==> config.mk <==
export PLATFORM = sky130hd
export DESIGN_NAME = yuv2rgb_stream
export DESIGN_NICKNAME = d
export VERILOG_FILES = /design/src/rtl/yuv2rgb_stream.sv
export SDC_FILE = /design/constraint.sdc
export NUM_CORES = 1
export LEC_CHECK = 0
export BUFFER_PORTS_ARGS = -buffer_cell sky130_fd_sc_hd__clkbuf_2
export CORE_UTILIZATION = 55
export DETAILED_ROUTE_END_ITERATION = 6
export PLACE_DENSITY = 0.73
export SYNTH_ARGS = -nofsm -noshare
export SYNTH_HDL_FRONTEND = slang
export SYNTH_SLANG_ARGS = --single-unit
==> constraint.sdc <==
create_clock -name clk -period 9.63 [get_ports clk]
set_input_delay 2.889 -clock clk [delete_from_list [all_inputs] [get_ports clk]]
set_output_delay 2.889 -clock clk [all_outputs]
set_load 0.02 [all_outputs]
==> src/rtl/yuv2rgb_stream.sv <==
// Streaming YUV 4:4:4 / 4:2:2 to RGB converter: a byte collector FSM feeds a
// two-stage product/sum pipeline with valid/ready handshakes on both ends.
module yuv2rgb_stream #(
  parameter int DATA_W  = 8,
  parameter int FRAC_W  = 4,
  parameter int COEF_W  = 8,
  parameter int COEF_RV = 26,
  parameter int COEF_GU = 4,
  parameter int COEF_GV = 12,
  parameter int COEF_BU = 32
) (
  input  logic              clk,
  input  logic              rst_n,
  input  logic              fmt_422,
  input  logic [DATA_W-1:0] in_data,
  input  logic              in_sof,
  input  logic              in_valid,
  output logic              in_ready,
  output logic [DATA_W-1:0] out_r,
  output logic [DATA_W-1:0] out_g,
  output logic [DATA_W-1:0] out_b,
  output logic              out_valid,
  input  logic              out_ready,
  output logic              fmt_err
);

  localparam int PW = DATA_W + COEF_W + 3;

  localparam logic signed [PW-1:0] K_RV = PW'(COEF_RV);
  localparam logic signed [PW-1:0] K_GU = PW'(COEF_GU);
  localparam logic signed [PW-1:0] K_GV = PW'(COEF_GV);
  localparam logic signed [PW-1:0] K_BU = PW'(COEF_BU);
  localparam logic signed [PW-1:0] RND  = PW'(2 ** (FRAC_W - 1));
  localparam logic signed [PW-1:0] MAXV = PW'(2 ** DATA_W - 1);

  typedef enum logic [2:0] {C_Y, C_U, C_V, C_Y0, C_Y1} col_state_t;

  col_state_t        state;
  logic              mode_422;
  logic              ready_en;
  logic              accept;
  logic              first_state;
  logic              pix_done;
  logic              s2_en;
  logic              s1_valid;
  logic [DATA_W-1:0] y_reg, u_reg, v_reg;
  logic [DATA_W-1:0] pix_y, pix_u, pix_v;

  logic signed [PW-1:0] ys_n, p_rv_n, p_gu_n, p_gv_n, p_bu_n;
  logic signed [PW-1:0] s1_ys, s1_rv, s1_gu, s1_gv, s1_bu;

  function automatic logic signed [PW-1:0] sext(input logic [DATA_W-1:0] x);
    return {{(PW-DATA_W){x[DATA_W-1]}}, x};
  endfunction

  // Round half up, drop the fraction, then saturate into [0, 2^DATA_W-1].
  function automatic logic [DATA_W-1:0] round_clamp(input logic signed [PW-1:0] acc);
    logic signed [PW-1:0] q;
    q = (acc + RND) >>> FRAC_W;
    if (q[PW-1])
      return '0;
    else if (q > MAXV)
      return '1;
    else
      return q[DATA_W-1:0];
  endfunction

  assign s2_en       = !out_valid || out_ready;
  assign in_ready    = ready_en && (!s1_valid || s2_en);
  assign accept      = in_valid && in_ready;
  assign first_state = mode_422 ? (state == C_U) : (state == C_Y);
  assign pix_done    = accept && !in_sof &&
                       ((state == C_V) || (mode_422 && (state == C_Y1)));

  // The completing beat supplies its own component straight from in_data.
  always_comb begin
    // NOTE: every always_comb output gets a default first so no path infers a latch.
    pix_y = y_reg;
    pix_u = u_reg;
    pix_v = in_data;
    if (state == C_Y1) begin
      pix_y = in_data;
      pix_v = v_reg;
    end
  end

  assign ys_n   = {{(PW-DATA_W-FRAC_W){1'b0}}, pix_y, {FRAC_W{1'b0}}};
  assign p_rv_n = sext(pix_v) * K_RV;
  assign p_gu_n = sext(pix_u) * K_GU;
  assign p_gv_n = sext(pix_v) * K_GV;
  assign p_bu_n = sext(pix_u) * K_BU;

  // Collector FSM: advances only on accepted beats; SOF restarts the group.
  always_ff @(posedge clk or negedge rst_n) begin
    // NOTE: sequential state uses non-blocking assignments only.
    if (!rst_n) begin
      state    <= C_Y;
      mode_422 <= 1'b0;
      fmt_err  <= 1'b0;
      ready_en <= 1'b0;
      y_reg    <= '0;
      u_reg    <= '0;
      v_reg    <= '0;
    end else begin
      ready_en <= 1'b1;
      if (accept) begin
        if (in_sof) begin
          mode_422 <= fmt_422;
          if (!first_state)
            fmt_err <= 1'b1;
          if (fmt_422) begin
            u_reg <= in_data;
            state <= C_Y0;
          end else begin
            y_reg <= in_data;
            state <= C_U;
          end
        end else begin
          case (state)
            C_Y: begin
              y_reg <= in_data;
              state <= C_U;
            end
            C_U: begin
              u_reg <= in_data;
              state <= mode_422 ? C_Y0 : C_V;
            end
            C_Y0: begin
              y_reg <= in_data;
              state <= C_V;
            end
            C_V: begin
              v_reg <= in_data;
              state <= mode_422 ? C_Y1 : C_Y;
            end
            C_Y1:    state <= C_U;
            default: state <= C_Y;
          endcase
        end
      end
    end
  end

  // S1: product register; refills whenever it is empty or draining into S2.
  always_ff @(posedge clk or negedge rst_n) begin
    // NOTE: datapath registers are reset too, so outputs read 0 after reset.
    if (!rst_n) begin
      s1_valid <= 1'b0;
      s1_ys    <= '0;
      s1_rv    <= '0;
      s1_gu    <= '0;
      s1_gv    <= '0;
      s1_bu    <= '0;
    end else if (!s1_valid || s2_en) begin
      s1_valid <= pix_done;
      if (pix_done) begin
        s1_ys <= ys_n;
        s1_rv <= p_rv_n;
        s1_gu <= p_gu_n;
        s1_gv <= p_gv_n;
        s1_bu <= p_bu_n;
      end
    end
  end

  // S2: output register; holds while the downstream stalls.
  always_ff @(posedge clk or negedge rst_n) begin
    if (!rst_n) begin
      out_valid <= 1'b0;
      out_r     <= '0;
      out_g     <= '0;
      out_b     <= '0;
    end else if (s2_en) begin
      out_valid <= s1_valid;
      if (s1_valid) begin
        out_r <= round_clamp(s1_ys + s1_rv);
        out_g <= round_clamp(s1_ys - s1_gu - s1_gv);
        out_b <= round_clamp(s1_ys + s1_bu);
      end
    end
  end

endmodule

Yosys cells after proc, flatten, opt, wreduce, memory -nomap -nowiden
Index checks and enable logic that the tools add are counted.
{ "word_totals": {"elab_cells": 80, "reg_bits": 115, "out_inout_bits": 27, "inputBits": 14} }
{ "op_classes": {"magnitude_cmp": 3, "eq_ne": 6, "multipliers": 2, "n_addsub": 7, "muxes": 20, "reduce_logical": 23, "bitwise_logic": 2} }
{ "ops": {"columns": ["cell", "n"], "rows": [
  ["$mux 8", 14],
  ["$add 19x5->19 const B", 2],
  ["$gt 15x9->1 const B", 2],
  ["$add 13x19->19", 1],
  ["$sub 14x19->19", 1],
  ["$add 14x5->15 const B", 1],
  ["$add 13x13->14", 1],
  ["$sub 13x10->14", 1],
  ["$mul 8x5->13 const B", 1],
  ["$pmux 3 s4", 1],
  ["$reduce_and 3->1", 4],
  ["$gt 11x9->1 const B", 1],
  ["$mul 8x3->11 const B", 1],
  ["$eq 3x2->1 const B", 2],
  ["$mux 3", 2],
  ["$reduce_and 2->1", 3],
  ["$logic_and 1x1->1", 5],
  ["$ne 2x2->1 const B", 2],
  ["$reduce_bool 2->1", 2],
  ["$reduce_or 2->1", 2],
  ["$eq 3x1->1 const B", 1],
  ["$eq 3x3->1 const B", 1],
  ["$logic_not 1->1", 3],
  ["$logic_not 3->1", 1],
  ["other kinds (4)", 8]
]} }

Depth between registers and ports, before layout
{ "logic_depth": {"word_depth": 8, "ltp_mapped": 16, "ltp_nobuf": 13} }

Worst setup path after synthesis
No wires, ideal clock.
{ "synth_timing": {"kind": "input -> output", "from": "input out_ready", "to": "output in_ready", "t_required_ps": 6741, "stages": 2, "path_slack_ps": 3454, "path_buffers": 0, "arrival_ps": 3287, "cell_sequence": "nand3b_1 -> and2_1"} }
{ "synth_between": {"elab_chain_cells": 3} }
{ "synth_rtl": {"columns": ["item", "line", "rtl"], "rows": [
  ["start, declared", "23", "input logic out_ready,"],
  ["$logic_or 1x1->1", "68", "assign s2_en = !out_valid || out_ready;"],
  ["$logic_or 1x1->1", "69", "assign in_ready = ready_en && (!s1_valid || s2_en);"],
  ["$logic_and 1x1->1", "69", null],
  ["end, declared", "18", "output logic in_ready,"]
]} }
No other way between the ends.

Worst setup path in the final report
Same ends and word-level chain as after synthesis.

==> results.toml <==
[sta]
setup_viol = 0
fin_tns_setup_ns = 0
fin_worst_skew_ns = 0.00799
min_period_ns = 6.55
tightest_slew_ns = 1.07
relSlewSlack_pct = 28.5
finalHoldViolCount = 0
fmax_ghz = 0.153
rsz0062_at_grt = "false"
finalCritPeriodShare_pct = 68.0
drv_slew = 0

[drt]
wl_met1_mm = 5.81
avgRoutedWirePerCell_um = 16.2
dr_total_vias = 4340
wl_mm = 12.4
vias_per_cell = 5.69
first_pass_iters = 7
drtIter0Drc = 241
met2WireLength_mm = 6.06
wl_met3_um = 358
drc = 0
postRouteAntennaNets = 0
top_layer = "met4"

[power_and_ir_drop]
power_density_mw_per_mm2 = 387
leakage_nw = 3.27
irDropWorstVdd_uv = 265

[critical_path]
cp.required_ns = 6.74
start_kind = "primary input"
arrival_ns = 3.66
cp_max_fo = 3
endpoint_kind = "output port"
critical_path_class = "in2out"

[yosys]
synth_cell_type_count = 50
synth_edf_count = 0
yosys-top-cells-area = "dfrtp_1, ha_1, mux2_2"
synth-seq-cells = 94
ys.flop_type = "dfrtp_1"
yosys.area.top_type_share_pct = 37.9
syn_inst = 580
synth_area_per_cell_um2 = 10.7
synth_area_mm2 = 0.00621
ys_seq_area_share_pct = 37.9
synthArstFlopShare_pct = 100
yosys.area.top_type = "dfrtp_1"
syn-num-nets = 672
synth-warning-count = 0

[clock_tree]
cts_tree = "done"
holdBufCountCts = 0
h-tree-depth = 3
clk_pin_slew_ns = 0.07
ctsResizeCount = 0
cts_setup_buffers = 0
clock_path_buffers = 2
clkSinkCount = 94
cts_buffers = 9
clock_insertion_delay_worst_skew_ns = 0.35
clock-root-buffer = "clkbuf_16"

[finish]
nets = 710
biggestRegsByFlops = "s1_gv: 11 flops, s1_rv: 11 flops"
area_delta_synth_final_pct = 10.7
drive_above_1_share_pct = 18.1
fillers = 886
diodes = 0
regArea_mm2 = 0.00235
multi_input_comb_area_mm2 = 0.00360
finalNonFillerCells = 763

[global_routing]
grtUsageTotal_pct = 22.8
grt_pass1_wl_mm = 20.5
antenna_found_initial = 0
overflow = 0
grt_pass1_vias = 4293
grt_max_degree = 66

[place]
dp_cells = 747
gp_congestion = 0.839
hpwl_mm = 9.45
port-buffer-count = 40

[floorplan]
die_w_um = 108
die_h_um = 108
rows = 38
coreArea_mm2 = 0.0109
initial_utilization_pct = 56.8
die_area_mm2 = 0.0117
ios = 41

[run]
drv_cap = 0

[status]
outcome = "finished, final reports clean"

[hold_path]
hold_class = "reg2reg"
==> per-stage QoR <==
stage                     cell area (µm²)  hold WS, ns  util, %  power [W]  setup WS, ns
after floorplan                      6210        0.450        -    0.00191          3.45
after global placement               6550        0.460     59.9    0.00219          3.09
after global routing                 6880        0.487     62.9    0.00288          3.04
after CTS                            6880        0.483     62.9    0.00266          3.08
after detailed placement             6550        0.467     59.9    0.00226          3.08
final                                6880        0.487     62.9    0.00266          3.08
==> cell usage after synthesis (all sizes together) (3+ instances only) <==
cell,n
nand3,4
a221o,21
dfrtp,94
nor2b,5
xor2,13
nand2b,7
fa,22
ha,56
inv,54
nor3b,4
o21a,5
nor2,24
o211ai,5
mux2i,14
o21bai,4
xnor2,23
nand2,43
o21ai,36
buf,6
a211o,3
a21oi,22
a211oi,10
nor3,8
a31oi,5
clkbuf,10
o31ai,4
a21boi,3
or4,4
a21o,8
mux2,47
==> final timing paths <==
check                                     start                    end  slack (ns)  depth (start not counted)
setup / recovery                      out_ready               in_ready        3.08                          4
hold / removal             s1_gv[5]$_DFFE_PN0P_   s1_gv[5]$_DFFE_PN0P_        0.49                          2
setup reg to reg           state[1]$_DFFE_PN0P_  s1_rv[17]$_DFFE_PN0P_        5.01                         13
hold reg to reg            s1_gv[5]$_DFFE_PN0P_   s1_gv[5]$_DFFE_PN0P_        0.49                          2
max in group asynchronous                 rst_n   v_reg[1]$_DFFE_PN0P_        6.06                          2
min in group asynchronous                 rst_n   out_g[7]$_DFFE_PN0P_        2.47                          1
==> critical path, stage by stage <==
cell and delay, ns:
clkbuf_2 0.09, nand3b_1 0.28, and2_1 0.25, clkbuf_2 0.15
==> cells in the final DEF (no fill, tap or decap), drive strengths merged, types with 2 or more instances in the layout <==
master   count
nor2        24
a21boi       3
and2         2
o21bai       4
o31ai        4
bufinv       2
a31oi        5
a211oi      10
nor2b        5
clkinv       2
a221o       21
mux2i       14
a211o        3
o2111ai      2
o21a         5
ha          56
nand2       43
inv         56
nor3b        4
or4          4
fa          22
nand3        4
a21o         8
a21oi       22
nand2b       7
nor3         8
o211ai       5
mux2        47
xor2        13
clkbuf      49
dfrtp       94
o21ai       36
buf          4
xnor2       23
or3          2
==> metal layers <==
metal / up-vias / GRT usage, %
met5: - / 0
met4: 0 / 6.66
met3: 14 / 4.64
met2: 70 / 38.6
met1: 2128 / 29.7
li1: 2128 / -
==> cell type report <==
type / count / area share, %
multi-input cells: 416 / 52.3
repair buffers: 43 / 3.28
flip-flops and latches: 94 / 34.2
clock inverters: 6 / 1.36
well taps: 140 / 2.55
clock buffers: 10 / 3.33
inverters: 54 / 2.95
==> power by group <==
group	total [W]	switching (W)	internal (W)	leakage (nW)
registers	0.000705	0.000152	0.000552	1.18
logic	0.00157	0.000867	0.000700	1.93
clock network	0.000389	0.000158	0.000230	0.159
==> kinds of logic (layout without fill, tap and decap cells) <==
kind of cell | count (synthesis) | in the layout | synth area share (%)
AOI/OAI and AO/OA | 133 | 133 | 15.2
xor gates and xnor gates | 36 | 36 | 5.07
adders and majority gates | 78 | 78 | 18.4
buffers and inverters | 70 | 113 | 4.33
DFF | 94 | 94 | 37.9
muxes | 61 | 61 | 11.0
other | 1 | 1 | 0.0604
and+or+nand+nor | 107 | 107 | 8.16
Note: power is estimated with default switching activity, not from simulation.
